--- src/rtl/wb_commit_stage_pkg.sv ---
// Shared CP0 addresses, exception codes, register bit positions and the WB instruction record.
// Used by the write-back/commit stage and its CP0 register block.
package wb_commit_stage_pkg;

   typedef enum logic [4:0] {
      EXC_INT  = 5'd0,
      EXC_ADEL = 5'd4,
      EXC_ADES = 5'd5,
      EXC_SYS  = 5'd8,
      EXC_BP   = 5'd9,
      EXC_RI   = 5'd10,
      EXC_OV   = 5'd12
   } exccode_e;

   // CP0 addresses are {rd[4:0], sel[2:0]}
   localparam logic [7:0] CP0_BADVADDR = 8'h40;
   localparam logic [7:0] CP0_COUNT    = 8'h48;
   localparam logic [7:0] CP0_COMPARE  = 8'h58;
   localparam logic [7:0] CP0_STATUS   = 8'h60;
   localparam logic [7:0] CP0_CAUSE    = 8'h68;
   localparam logic [7:0] CP0_EPC      = 8'h70;

   localparam int STATUS_BEV   = 22;
   localparam int STATUS_IM_LO = 8;
   localparam int STATUS_EXL   = 1;
   localparam int STATUS_IE    = 0;
   localparam int CAUSE_BD     = 31;
   localparam int CAUSE_TI     = 30;
   localparam int CAUSE_IP_LO  = 8;
   localparam int CAUSE_EXC_LO = 2;

   typedef struct packed {
      logic [31:0] pc;
      logic [31:0] result;
      logic [31:0] badvaddr;
      logic [3:0]  gr_we;
      logic [4:0]  dest;
      logic        exc;
      logic [4:0]  exccode;
      logic        bd;
      logic        eret;
      logic        cp0_wen;
      logic        cp0_ren;
      logic [7:0]  cp0_addr;
   } ws_inst_t;

   function automatic logic is_addr_exc(input logic [4:0] code);
      return (code == EXC_ADEL) || (code == EXC_ADES);
   endfunction

endpackage

--- src/rtl/wb_cp0_regs.sv ---
// CP0 register set: BadVAddr, Count/Compare timer, Status, Cause, EPC, interrupt request.
// Latency: reads combinational, all updates at the next edge; hw_int sampled one cycle before int_req.
// Backpressure: none, commits are applied unconditionally in the cycle they are presented.
module wb_cp0_regs
   import wb_commit_stage_pkg::*;
#(
   parameter int HW_INT_NUM = 6,
   parameter int COUNT_DIV  = 2
) (
   input  logic                  clk,
   input  logic                  reset,
   input  logic [HW_INT_NUM-1:0] hw_int_i,
   input  logic [7:0]            addr_i,
   input  logic [31:0]           wdata_i,
   input  logic                  wen_i,
   input  logic                  eret_i,
   input  logic                  exc_commit_i,
   input  logic [4:0]            exc_code_i,
   input  logic                  exc_bd_i,
   input  logic [31:0]           exc_pc_i,
   input  logic [31:0]           exc_badvaddr_i,
   output logic [31:0]           rdata_o,
   output logic [31:0]           epc_o,
   output logic                  int_req_o
);

   localparam int DIV_W = 3;

   logic [DIV_W-1:0] div_q, div_d;
   logic [31:0]      count_q, count_d, compare_q, compare_d;
   logic [31:0]      epc_q, epc_d, badvaddr_q, badvaddr_d;
   logic [7:0]       im_q, im_d;
   logic             exl_q, exl_d, ie_q, ie_d;
   logic             bd_q, bd_d, ti_q, ti_d;
   logic [1:0]       ip_sw_q, ip_sw_d;
   logic [4:0]       exccode_q, exccode_d;
   logic [5:0]       hw_q, hw_ext;
   logic [7:0]       ip;
   logic             tick;
   logic             unused_hw5;
   logic [31:0]      status_rd, cause_rd;

   assign hw_ext = 6'(hw_int_i);
   // IP7 belongs to the timer; hardware line 5 is shadowed by it
   assign ip         = {ti_q, hw_q[4:0], ip_sw_q};
   assign unused_hw5 = hw_q[5];
   assign int_req_o  = ie_q && !exl_q && |(ip & im_q);
   assign epc_o      = epc_q;

   always_comb begin
      status_rd                         = '0;
      status_rd[STATUS_BEV]             = 1'b1;
      status_rd[STATUS_IM_LO +: 8]      = im_q;
      status_rd[STATUS_EXL]             = exl_q;
      status_rd[STATUS_IE]              = ie_q;
      cause_rd                          = '0;
      cause_rd[CAUSE_BD]                = bd_q;
      cause_rd[CAUSE_TI]                = ti_q;
      cause_rd[CAUSE_IP_LO +: 8]        = ip;
      cause_rd[CAUSE_EXC_LO +: 5]       = exccode_q;
      case (addr_i)
         CP0_BADVADDR: rdata_o = badvaddr_q;
         CP0_COUNT:    rdata_o = count_q;
         CP0_COMPARE:  rdata_o = compare_q;
         CP0_STATUS:   rdata_o = status_rd;
         CP0_CAUSE:    rdata_o = cause_rd;
         CP0_EPC:      rdata_o = epc_q;
         default:      rdata_o = 32'h0;
      endcase
   end

   always_comb begin
      tick       = (div_q == DIV_W'(COUNT_DIV - 1));
      div_d      = tick ? '0 : div_q + 1'b1;
      count_d    = count_q + {31'b0, tick};
      compare_d  = compare_q;
      ti_d       = ti_q | (count_q == compare_q);
      epc_d      = epc_q;
      badvaddr_d = badvaddr_q;
      im_d       = im_q;
      exl_d      = exl_q;
      ie_d       = ie_q;
      bd_d       = bd_q;
      ip_sw_d    = ip_sw_q;
      exccode_d  = exccode_q;
      if (exc_commit_i) begin
         epc_d     = exc_bd_i ? exc_pc_i - 32'd4 : exc_pc_i;
         bd_d      = exc_bd_i;
         exccode_d = exc_code_i;
         exl_d     = 1'b1;
         if (is_addr_exc(exc_code_i)) badvaddr_d = exc_badvaddr_i;
      end else begin
         // Software writes take priority over the timer increment and the match
         if (wen_i) begin
            case (addr_i)
               CP0_COUNT:   count_d = wdata_i;
               CP0_COMPARE: begin
                  compare_d = wdata_i;
                  ti_d      = 1'b0;
               end
               CP0_STATUS: begin
                  im_d  = wdata_i[STATUS_IM_LO +: 8];
                  exl_d = wdata_i[STATUS_EXL];
                  ie_d  = wdata_i[STATUS_IE];
               end
               CP0_CAUSE:   ip_sw_d = wdata_i[CAUSE_IP_LO +: 2];
               CP0_EPC:     epc_d   = wdata_i;
               default: ;
            endcase
         end
         if (eret_i) exl_d = 1'b0;
      end
   end

   always_ff @(posedge clk) begin
      if (reset) begin
         div_q      <= '0;
         count_q    <= '0;
         compare_q  <= '0;
         epc_q      <= '0;
         badvaddr_q <= '0;
         im_q       <= '0;
         exl_q      <= 1'b0;
         ie_q       <= 1'b0;
         bd_q       <= 1'b0;
         ti_q       <= 1'b0;
         ip_sw_q    <= '0;
         exccode_q  <= '0;
         hw_q       <= '0;
      end else begin
         div_q      <= div_d;
         count_q    <= count_d;
         compare_q  <= compare_d;
         epc_q      <= epc_d;
         badvaddr_q <= badvaddr_d;
         im_q       <= im_d;
         exl_q      <= exl_d;
         ie_q       <= ie_d;
         bd_q       <= bd_d;
         ti_q       <= ti_d;
         ip_sw_q    <= ip_sw_d;
         exccode_q  <= exccode_d;
         hw_q       <= hw_ext;
      end
   end

endmodule

--- src/rtl/wb_commit_stage.sv ---
// Write-back/commit stage: register-file write, precise exception/interrupt/ERET commit and redirect.
// Latency: one cycle from the MEM handshake; rf write and flush are combinational from the WB register.
// Backpressure: never stalls (ws_allowin is constant 1); a flush squashes the incoming instruction.
module wb_commit_stage
   import wb_commit_stage_pkg::*;
#(
   parameter int          HW_INT_NUM = 6,
   parameter logic [31:0] EXC_VECTOR = 32'hbfc00380,
   parameter int          COUNT_DIV  = 2
) (
   input  logic                  clk,
   input  logic                  reset,
   output logic                  ws_allowin,
   input  logic                  ms_to_ws_valid,
   input  logic [31:0]           ms_pc,
   input  logic [31:0]           ms_result,
   input  logic [31:0]           ms_badvaddr,
   input  logic [3:0]            ms_gr_we,
   input  logic [4:0]            ms_dest,
   input  logic                  ms_exc,
   input  logic [4:0]            ms_exccode,
   input  logic                  ms_bd,
   input  logic                  ms_eret,
   input  logic                  ms_cp0_wen,
   input  logic                  ms_cp0_ren,
   input  logic [7:0]            ms_cp0_addr,
   input  logic [HW_INT_NUM-1:0] hw_int,
   output logic [3:0]            rf_we,
   output logic [4:0]            rf_waddr,
   output logic [31:0]           rf_wdata,
   output logic                  flush,
   output logic [31:0]           flush_pc,
   output logic [31:0]           debug_wb_pc,
   output logic [3:0]            debug_wb_rf_wen,
   output logic [4:0]            debug_wb_rf_wnum,
   output logic [31:0]           debug_wb_rf_wdata
);

   ws_inst_t    ws_q, ws_d;
   logic        ws_valid_q, ws_valid_d;
   logic        int_req, take_exc, eret_commit;
   logic [31:0] cp0_rdata, cp0_epc;

   assign ws_allowin = 1'b1;

   always_comb begin
      ws_d = ws_q;
      if (ms_to_ws_valid && ws_allowin && !flush) begin
         ws_d = '{pc: ms_pc, result: ms_result, badvaddr: ms_badvaddr, gr_we: ms_gr_we,
                  dest: ms_dest, exc: ms_exc, exccode: ms_exccode, bd: ms_bd, eret: ms_eret,
                  cp0_wen: ms_cp0_wen, cp0_ren: ms_cp0_ren, cp0_addr: ms_cp0_addr};
      end
      ws_valid_d = flush ? 1'b0 : ms_to_ws_valid;
   end

   always_ff @(posedge clk) begin
      if (reset) begin
         ws_valid_q <= 1'b0;
         ws_q       <= '0;
      end else begin
         ws_valid_q <= ws_valid_d;
         ws_q       <= ws_d;
      end
   end

   // An interrupt rides on the WB instruction and pre-empts its own exception and ERET
   assign take_exc    = ws_valid_q && (int_req || ws_q.exc);
   assign eret_commit = ws_valid_q && ws_q.eret && !take_exc;

   always_comb begin
      flush    = take_exc || eret_commit;
      flush_pc = take_exc ? EXC_VECTOR : cp0_epc;
      rf_we    = (ws_valid_q && !take_exc) ? ws_q.gr_we : 4'h0;
      rf_waddr = ws_q.dest;
      rf_wdata = ws_q.cp0_ren ? cp0_rdata : ws_q.result;
   end

   assign debug_wb_pc       = ws_q.pc;
   assign debug_wb_rf_wen   = rf_we;
   assign debug_wb_rf_wnum  = rf_waddr;
   assign debug_wb_rf_wdata = rf_wdata;

   wb_cp0_regs #(
      .HW_INT_NUM (HW_INT_NUM),
      .COUNT_DIV  (COUNT_DIV)
   ) u_cp0 (
      .clk            (clk),
      .reset          (reset),
      .hw_int_i       (hw_int),
      .addr_i         (ws_q.cp0_addr),
      .wdata_i        (ws_q.result),
      .wen_i          (ws_valid_q && ws_q.cp0_wen),
      .eret_i         (eret_commit),
      .exc_commit_i   (take_exc),
      .exc_code_i     (int_req ? EXC_INT : ws_q.exccode),
      .exc_bd_i       (ws_q.bd),
      .exc_pc_i       (ws_q.pc),
      .exc_badvaddr_i (ws_q.badvaddr),
      .rdata_o        (cp0_rdata),
      .epc_o          (cp0_epc),
      .int_req_o      (int_req)
   );

endmodule
--- config.mk ---
export PLATFORM = sky130hd
export DESIGN_NAME = wb_commit_stage
export DESIGN_NICKNAME = d
export VERILOG_FILES = /design/src/rtl/wb_commit_stage_pkg.sv /design/src/rtl/wb_cp0_regs.sv /design/src/rtl/wb_commit_stage.sv
export SDC_FILE = /design/constraint.sdc
export NUM_CORES = 1
export LEC_CHECK = 0
export BUFFER_PORTS_ARGS = -buffer_cell sky130_fd_sc_hd__buf_2
export CAP_MARGIN = 20
export CORE_MARGIN = 8
export CORE_UTILIZATION = 48
export DETAILED_ROUTE_END_ITERATION = 6
export PLACE_DENSITY = 0.86
export SLEW_MARGIN = 0
export SYNTH_ARGS = -nofsm -noshare
export SYNTH_HDL_FRONTEND = slang
export SYNTH_SLANG_ARGS = --single-unit
export TNS_END_PERCENT = 20
--- constraint.sdc ---
create_clock -name clk -period 2.5 [get_ports clk]
set_input_delay 0.5 -clock clk [delete_from_list [all_inputs] [get_ports clk]]
set_output_delay 0.5 -clock clk [all_outputs]
set_load 0.02 [all_outputs]
Yosys cells after proc, flatten, opt, wreduce, memory -nomap -nowiden
Cells that the tools add are included.
{ "totals": {"register_bits": 279, "input_bits": 132, "word_cells": 88} }
{ "op_classes": {"addsub": 3, "eq_ne": 10, "n_mux": 19, "n_bitwise": 3, "reduce_logical": 27} }
{ "ops": {"columns": ["op", "n"], "rows": [
  ["$mux W32", 9],
  ["$pmux W32 S6", 1],
  ["$eq A8 B7 Y1 const B", 6],
  ["$add A32 B1 Y32", 1],
  ["$eq A32 B32 Y1", 1],
  ["$sub A32 B3 Y32 const B", 1],
  ["$eq A5 B3 Y1 const B", 2],
  ["$reduce_and A3 Y1", 3],
  ["$and A8 B8 Y8", 1],
  ["$logic_and A1 B1 Y1", 8],
  ["$reduce_or A8 Y1", 1],
  ["$mux W1", 7],
  ["$reduce_and A2 Y1", 3],
  ["$reduce_bool A3 Y1", 2],
  ["$mux W5", 1],
  ["$mux W4", 1],
  ["$reduce_bool A2 Y1", 2],
  ["$reduce_or A2 Y1", 2],
  ["$add A3 B1 Y3 const B", 1],
  ["$eq A3 B1 Y1 const B", 1],
  ["$logic_not A1 Y1", 3],
  ["$logic_or A1 B1 Y1", 3],
  ["$not A1 Y1", 1],
  ["$or A1 B1 Y1", 1]
]} }

Depth between registers and ports, before layout
Gate-level depths: netlist of the first run.
{ "depth": {"ltp_word": 10, "ltp_mapped": 11} }

By module
Synthesis of the first run repeated with hierarchy kept, for this count alone.
{ "unflattened": {"hier_cells": 1762, "area_unflattened_um2": 15188.3} }
{ "by_module_without_submodules": {"columns": ["mod", "n_inst", "cells_per_inst", "area_per_inst_um2", "seq_area_each_um2"], "rows": [
  ["wb_cp0_regs", 1, 1032, 8439.3, 3103.0],
  ["wb_commit_stage", 1, 730, 6749.0, 2482.4]
]} }

Worst setup path before layout of the first run
Ideal clock, no wire load.
{ "synth_timing": {"path_kind": "reg-to-output", "from": "reg ws_q[7] (netlist bit)", "to": "out rf_wdata[20]", "arrival_ps": 2217, "required_ps": 2000, "setup_slack_ps": -217, "stages_incl_launch_ff": 8, "n_path_buf": 2, "path_cell_list": "dfxtp_1 -> or4b_1 -> nor2_1 -> clkbuf_1 -> a222oi_1 -> a21boi_0 -> o2bb2ai_1 -> buf_4"} }
{ "synth_between": {"elab_chain_cells": 3, "elab_cells_between_ends": 8, "classes_between": "eq/ne: 6; mux: 2"} }
{ "synth_rtl": {"columns": ["item", "line", "text"], "rows": [
  ["start: declaration", "wb_commit_stage.sv:39", "ws_inst_t ws_q, ws_d;"],
  ["start signal: assignment", "wb_commit_stage.sv:62", "ws_q <= ws_d;"],
  ["$eq A8 B7 Y1", "wb_cp0_regs.sv:61", "case (addr_i)"],
  ["$pmux W32 S6 (*)", "wb_cp0_regs.sv:61", null],
  ["$mux W32 (*)", "wb_commit_stage.sv:75", "rf_wdata = ws_q.cp0_ren ? cp0_rdata : ws_q.result;"],
  ["end: declaration", "wb_commit_stage.sv:30", "output logic [31:0] rf_wdata,"]
]} }
Every way passes the cells marked *; elsewhere a longest branch is shown, timed or not.

Worst setup path after layout of the first run
{ "layout_timing": {"from": "reg u_cp0.im_q[3]", "to": "out flush_pc[19]"} }
{ "layout_between": {"elab_chain_cells": 6} }
{ "layout_rtl": {"columns": ["item", "line", "text"], "rows": [
  ["start: declaration", "wb_cp0_regs.sv:32", "logic [7:0] im_q, im_d;"],
  ["start signal: assignment", "wb_cp0_regs.sv:136", "im_q <= im_d;"],
  ["$and A8 B8 Y8", "wb_cp0_regs.sv:47", "assign int_req_o = ie_q && !exl_q && |(ip & im_q);"],
  ["$reduce_or A8 Y1", "wb_cp0_regs.sv:47", null],
  ["$logic_and A1 B1 Y1", "wb_cp0_regs.sv:47", null],
  ["$logic_or A1 B1 Y1", "wb_commit_stage.sv:67", "assign take_exc = ws_valid_q && (int_req || ws_q.exc);"],
  ["$logic_and A1 B1 Y1", "wb_commit_stage.sv:67", null],
  ["$mux W32", "wb_commit_stage.sv:72", "flush_pc = take_exc ? EXC_VECTOR : cp0_epc;"],
  ["end: declaration", "wb_commit_stage.sv:32", "output logic [31:0] flush_pc,"]
]} }
No other way between the ends.

==> metrics, run 1 <==
synthesized flop and latch total 279; DRT antenna net count 0; fin. max-slew vios 0; Worst setup SP type flip-flop; failing checks design-rule violations, negative setup slack; number of nets in the layout 2080; clk buf depth 3; min-delay src hw_int[0]; Starting Density 48.5%; Crit path arrival time 2.53 ns; final setup margin -0.528 ns; area grow syn2layout 27.1%; critical path type reg2out; first-pass GRT wire length 77000 um; FP Rows 62; Worst-path clk slew 0.06 ns; Die W 186 um; final wirelength 51000 um; clk root buf clkbuf_16; Placement Cell Area 15600 um2; die area 34700 um2; Register Area 5610 um2; largest net degree at the start of global routing 124; status complete, but fails checks; Max-Cap Viols 0; reg2reg start u_cp0.im_q[3]; Top delay family on crit path compound AO/OA/AOI/OAI gates; Final Util 61.7%; vias in the first global route 13400; net count after synthesis 1876; First DRT Iteration DRCs 1518; RSZ-0062 raised after global routing yes; gpl congestion 0.951; initial antenna violation count 0; worst path buffer plus inverter count 3; Most Frequent Cell on Critical Path buf_4; sequential area share after synthesis 40.2%; placed instance count 2270; Power, Total 11.8 mW; cell breakdown of the critical path a22o_1 -> o41a_1 -> o21ai_4 -> buf_4 -> buf_12 -> and2_1 -> buf_4; TritonCTS Buffers 29; Routed WL per cell 21.7 um; io pins 280; area of the mapped netlist 13900 um2; fmax 330 MHz; crit path max-delay cell type o41a_1; Hold WC Path Type in2reg; clock tree sinks 279; CTS tree yes; number of synthesized flops with an enable pin 0; Mapped Cells 1739; worst clock skew 0.0181 ns; synthesized area per cell 7.99 um2; fill count 2376; Power per Cell Area 668 nW/um2; Final Hold Slack 0.145 ns; Main synth FF type dfxtp_1; GR Util All Layers 28.2%; DRC errors left 13; Worst-Skew Late Latency 0.57 ns; peak supply drop 0.548 mV; Vias per Instance 5.87; Placeable Area 28600 um2; asr flop ratio synth 0%; Non-Filler Instances 2349; CP Capture Type primary output; final instance area 17700 um2; global route total overflow 0; maximum net fanout on the critical path 10; final period utilization 121%; CP peak stage delay 0.50 ns; Least-Margin Pin Slew 0.598 ns; H-tree levels 1; Finish-stage setup viols 106; Netlist cell types 63; via count 13800; die extent in y 186 um; layout cell share with drive strength beyond 1 28.4%; # port buffers 277; CP Data Required Time 2.00 ns; commonest non-fill, non-tap cell in the layout nand2_1; Synth warnings 0; Final min period 3.03 ns; leakage power 7.21 nW; worst setup path startpoint u_cp0.im_q[3]; most frequent cells in the layout 415 x nand2_1, 267 x dfxtp_1, 216 x a21oi_1, 194 x buf_2, 111 x buf_4; first drt pass iteration count 7; Detailed Place HPWL 35800 um; area occupied by multi-input gates 7640 um2; Fin. Hold Viols 0; Max-slew headroom 60.1%
-- final timing paths --
check	end	slack, ns	depth (start not counted)
setup / recovery	flush_pc[19]	-0.53	7
setup reg to reg	u_cp0.epc_o[11]	-0.02	9
hold / removal	u_cp0.hw_q[0]	0.14	2
hold reg to reg	u_cp0.badvaddr_q[3]	0.45	2
-- per-stage QoR --
step / setup slack, ns / setup TNS, ns
5_1_grt: -0.588 / -49.36
3_5_place_dp: -0.0497 / -0.185
2_1_floorplan: -0.112 / -1.55
4_1_cts: -0.467 / -40.07
6_report: -0.528 / -42.85
3_3_place_gp: -0.0651 / -0.274
-- timing repair --
item | CTS | global route
endpoints found under the setup margin | 105 | 132
gates cloned | 3 | 2
buffers inserted | 16 | 9
resized for setup | 166 | 81
hold buffers | 0 | 0
pin swaps | 21 | 23
-- area by class of cell --
cell class / count / share of cell area (%)
multi-input cells: 1238 / 43.3
flip-flops and latches: 279 / 31.8
clock buffers: 39 / 4.61
inverters: 11 / 0.234
diodes: 1 / 0.0142
repair buffers: 384 / 16.3
clock inverters: 13 / 1.08
well taps: 384 / 2.72
-- sequential cells by signal (all words and copies together), names as in the netlist --
name / cells
u_cp0.im_q: 8
u_cp0.ie_q: 1
u_cp0.hw_q: 5
debug_wb_rf_wnum: 5
ws_q: 86
u_cp0.epc_o: 32
u_cp0.compare_q: 32
u_cp0.bd_q: 1
u_cp0.count_q: 32
u_cp0.div_q: 3
debug_wb_pc: 32
u_cp0.badvaddr_q: 32
ws_valid_q: 1
u_cp0.exccode_q: 5
u_cp0.ip_sw_q: 2
u_cp0.exl_q: 1
u_cp0.ti_q: 1
-- synth_stat cells, types with 23 or more instances --
| cell type | n | area share [%] |
|---|---|---|
| nand2_1 | 416 | 11 |
| dfxtp_1 | 279 | 40 |
| a21oi_1 | 220 | 7.9 |
| clkbuf_1 | 94 | 2.5 |
| nor2_1 | 86 | 2.3 |
| buf_4 | 79 | 4.3 |
| xnor2_1 | 71 | 4.5 |
| mux2i_1 | 53 | 3.8 |
| a211oi_1 | 48 | 2.6 |
| buf_2 | 33 | 1.2 |
| and2_1 | 23 | 1.0 |
-- layer usage --
metal	up-vias	part of all wire (%)	global-route usage, %	wire (um)
li1	6314	-	-	-
met1	6530	39	37.2	20000
met2	780	46	44.5	23300
met3	169	10	5.11	5320
met4	0	4.7	13.1	2400
met5	-	0	0	0
-- power breakdown --
group / leakage [nW] / internal [mW] / switching, mW
Sequential: 2.29 / 4.69 / 0.329
Combinational: 4.42 / 0.880 / 1.28
Clock: 0.501 / 2.78 / 1.83
-- kinds of logic (layout without fill, tap and decap cells) --
kind of cell	Yosys count	count (layout)	share of synthesized area (%)
AOI/OAI and AO/OA	392	392	17.7
xor gates and xnor gates	90	90	5.67
adders and majority gates	5	5	0.450
buffers and inverters	223	447	8.63
DFF	279	279	40.2
muxes	69	69	5.11
other	1	2	0.0270
and+or+nand+nor	680	681	22.2
Power figures use the tool's default switching activity.
==> run 2, diff against run 1 <==
--- a/config.mk
+++ b/config.mk
@@ -10,9 +10,10 @@
 export CORE_MARGIN = 8
 export CORE_UTILIZATION = 48
 export DETAILED_ROUTE_END_ITERATION = 6
-export PLACE_DENSITY = 0.86
+export PLACE_DENSITY = 0.85
 export SLEW_MARGIN = 0
 export SYNTH_ARGS = -nofsm -noshare
 export SYNTH_HDL_FRONTEND = slang
+export SYNTH_HIERARCHICAL = 1
 export SYNTH_SLANG_ARGS = --single-unit
 export TNS_END_PERCENT = 20
==> run 2 against run 1 <==
  * The run ends with negative setup slack left
  * Combinational power fell by 26%
  * Sequential cell count did not move
  * Register-to-register slack got worse by 0.21 ns
  * Final area rose by 8.1%
  * Count of clock-buffer cells in the layout did not move
  * Die area rose by 8.5%
  * Power fell by 5.7%
  * Worst setup slack got worse by 0.0089 ns
  * Area after synthesis rose by 9.3%
  * Critical path type unchanged
  * Largest cell class unchanged
==> metrics, run 2 <==
status complete, but fails checks (unchanged); failing checks negative setup slack (was design-rule violations, negative setup slack); synthesized flop and latch total 279 (unchanged); Vias per Instance 6.05 (was 5.87); gr busiest metal met2 (unchanged); Crit path arrival time 2.54 ns (was 2.53 ns); Synth warnings 6 (was 0); Power per Cell Area 583 nW/um2 (was 668 nW/um2); Synth area leaders dfxtp_1 37%, a21bo_2 8.0%, a21oi_1 6.4% (was dfxtp_1 40%, nand2_1 11%, a21oi_1 7.9%); Worst-path clk slew 0.06 ns (about the same); number of synthesized flops with an enable pin 0 (unchanged); final wirelength 54400 um (was 51000 um); commonest non-fill, non-tap cell in the layout dfxtp_1 (was nand2_1); Routed WL per cell 22.8 um (was 21.7 um); Placeable Area 31400 um2 (was 28600 um2); most frequent cells in the layout 272 x dfxtp_1, 173 x buf_2, 168 x a21oi_1, 163 x nand2_1, 140 x nand3_1 (was 415 x nand2_1, 267 x dfxtp_1, 216 x a21oi_1, 194 x buf_2, 111 x buf_4); CP Capture Type primary output (unchanged); net count after synthesis 1899 (was 1876); clk root buf clkbuf_16 (unchanged); vias in the first global route 14300 (was 13400); gpl congestion 0.939 (was 0.951); final setup margin -0.537 ns (was -0.528 ns); via count 14400 (was 13800); final period utilization 121% (about the same); critical path type reg2out (unchanged); maximum net fanout on the critical path 13 (was 10); GR Util All Layers 27.0% (was 28.2%); Finish-stage setup viols 138 (was 106); Main synth FF type dfxtp_1 (unchanged); synthesized area per cell 8.62 um2 (was 7.99 um2); Synth Area in Compound Gates 22.4% (was 17.7%); die extent in y 194 um (was 186 um); first-pass GRT wire length 82600 um (was 77000 um); largest register by flop count ws_q (unchanged); GR Util met2 45.8% (was 44.5%); H-tree levels 1 (unchanged); # diodes 0 (was 1); Post-synth top cells 279 x dfxtp_1, 194 x a21oi_1, 163 x nand2_1 (was 416 x nand2_1, 279 x dfxtp_1, 220 x a21oi_1); clk buf depth 3 (unchanged); worst clock skew 0.0163 ns (was 0.0181 ns); area grow syn2layout 25.6% (was 27.1%); CTS tree yes (unchanged); Least-Margin Pin Slew 0.767 ns (was 0.598 ns); # port buffers 277 (unchanged); Die W 194 um (was 186 um); Power, Total 11.1 mW (was 11.8 mW); Detailed Place HPWL 38100 um (was 35800 um); largest net degree at the start of global routing 97 (was 124); io pins 280 (unchanged); largest family of logic cells by synthesized area compound AO/OA/AOI/OAI gates (was simple AND/OR/NAND/NOR gates); Hold WC Path Type in2reg (unchanged); Adder-Cell Fraction of Synth Area 0.412% (was 0.450%); area of the mapped netlist 15200 um2 (was 13900 um2); FP Rows 65 (was 62); TritonCTS Buffers 30 (was 29); asr flop ratio synth 0% (unchanged); layout cell share with drive strength beyond 1 37.1% (was 28.4%); DRT antenna net count 0 (unchanged); Simple-Gate Fraction of Synth Area 19.2% (was 22.2%); mux share of post-synthesis cell area 6.30% (was 5.11%); global-route met1 utilization 32.7% (was 37.2%); Largest register FFs 86 (unchanged); fmax 329 MHz (was 330 MHz); Worst setup SP type flip-flop (unchanged); clock tree sinks 279 (unchanged); Netlist cell types 68 (was 63); sequential area share after synthesis 36.8% (was 40.2%); post-synthesis xor/xnor area fraction 5.19% (was 5.67%); post-synth top area share 36.8% (was 40.2%); fin. max-slew vios 0 (unchanged); Max-Cap Viols 0 (unchanged); Final min period 3.04 ns (was 3.03 ns); most common cell in the netlist dfxtp_1 (was nand2_1); initial antenna violation count 0 (unchanged); RSZ-0062 raised after global routing yes (unchanged); CP Data Required Time 2.00 ns (about the same); die area 37600 um2 (was 34700 um2); First DRT Iteration DRCs 1439 (was 1518); number of hold buffers added after CTS 0 (unchanged); first drt pass iteration count 5 (was 7); leakage power 7.58 nW (was 7.21 nW); number of nets in the layout 2094 (was 2080); Final Util 60.8% (was 61.7%); M3 GR Usage 5.64% (was 5.11%); DRC errors left 0 (was 13); Starting Density 48.4% (was 48.5%); worst reg2reg setup slack -0.23 ns (was -0.02 ns); most area-hungry cell type in the Yosys netlist dfxtp_1 (unchanged); Mapped Cells 1762 (was 1739); Fin. Hold Viols 0 (unchanged); peak supply drop 0.491 mV (was 0.548 mV); Max-slew headroom 48.9% (was 60.1%); Worst-Skew Late Latency 0.56 ns (was 0.57 ns); global route total overflow 0 (unchanged)
run 2: power by group:
part	total [mW]	switching, mW	internal, mW
clock	4.74	1.91	2.83
combinational	1.60	0.890	0.712
sequential	4.78	0.174	4.60
total	11.1	2.97	8.14
run 2: metal layers:
layer,share of wire [%],vias up
met5,0,-
met2,48,736
met3,8.4,181
met4,5.1,0
met1,39,6930
li1,-,6564
run 2: logic make-up after synthesis:
kind of cell,Yosys count
buf+inv,254
fa+ha+maj,5
simple gates,580
xor+xnor,90
flops,279
mux,86
compound gates,467
other cells,1
run 2: path summary, 6_finish.rpt:
kind / startpoint / endpoint / depth (start not counted)
hold / removal: hw_int[3] / u_cp0/hw_q[3] / 2
setup / recovery: ws_q[0] / debug_wb_rf_wdata[28] / 8
setup reg to reg: u_cp0/hw_q[4] / u_cp0/badvaddr_q[12] / 10
hold reg to reg: ws_q[30] / u_cp0/badvaddr_q[3] / 2
run 2: through the flow:
step	hold WS (ns)	cells	TNS, ns	setup slack [ns]	cell area (um2)
6_report	0.153	2382	-51.67	-0.537	19100
5_1_grt	0.143	2382	-66.11	-0.595	19100
4_1_cts	0.138	2368	-44.92	-0.513	18600
3_5_place_dp	0.440	2307	-6.61	-0.154	16700
3_3_place_gp	0.434	2307	-4.26	-0.120	16700
2_1_floorplan	0.426	1762	-0.870	-0.0660	15300
run 2: repair_timing:
item | 4_1_cts | 5_1_grt
buffers inserted | 4 | 15
endpoints found under the setup margin | 180 | 295
resized for setup | 214 | 112
gates cloned | 2 | 0
pin swaps | 12 | 29
run 2: critical path: stages (launching register included):
cell and delay [ns]:
dfxtp_2 0.32, or4b_4 0.56, nor3_4 0.14, buf_6 0.16, nand2b_1 0.11, buf_6 0.19
o22ai_1 0.14, mux2_4 0.21, buf_4 0.14
run 2: layout make-up:
type / instances / area, um2
fillers: 2558 / 12300
multi-input cells: 1229 / 8640
flip-flops and latches: 279 / 5600
repair buffers: 405 / 3230
clock buffers: 39 / 856
well taps: 402 / 503
clock inverters: 16 / 201
inverters: 12 / 47.5
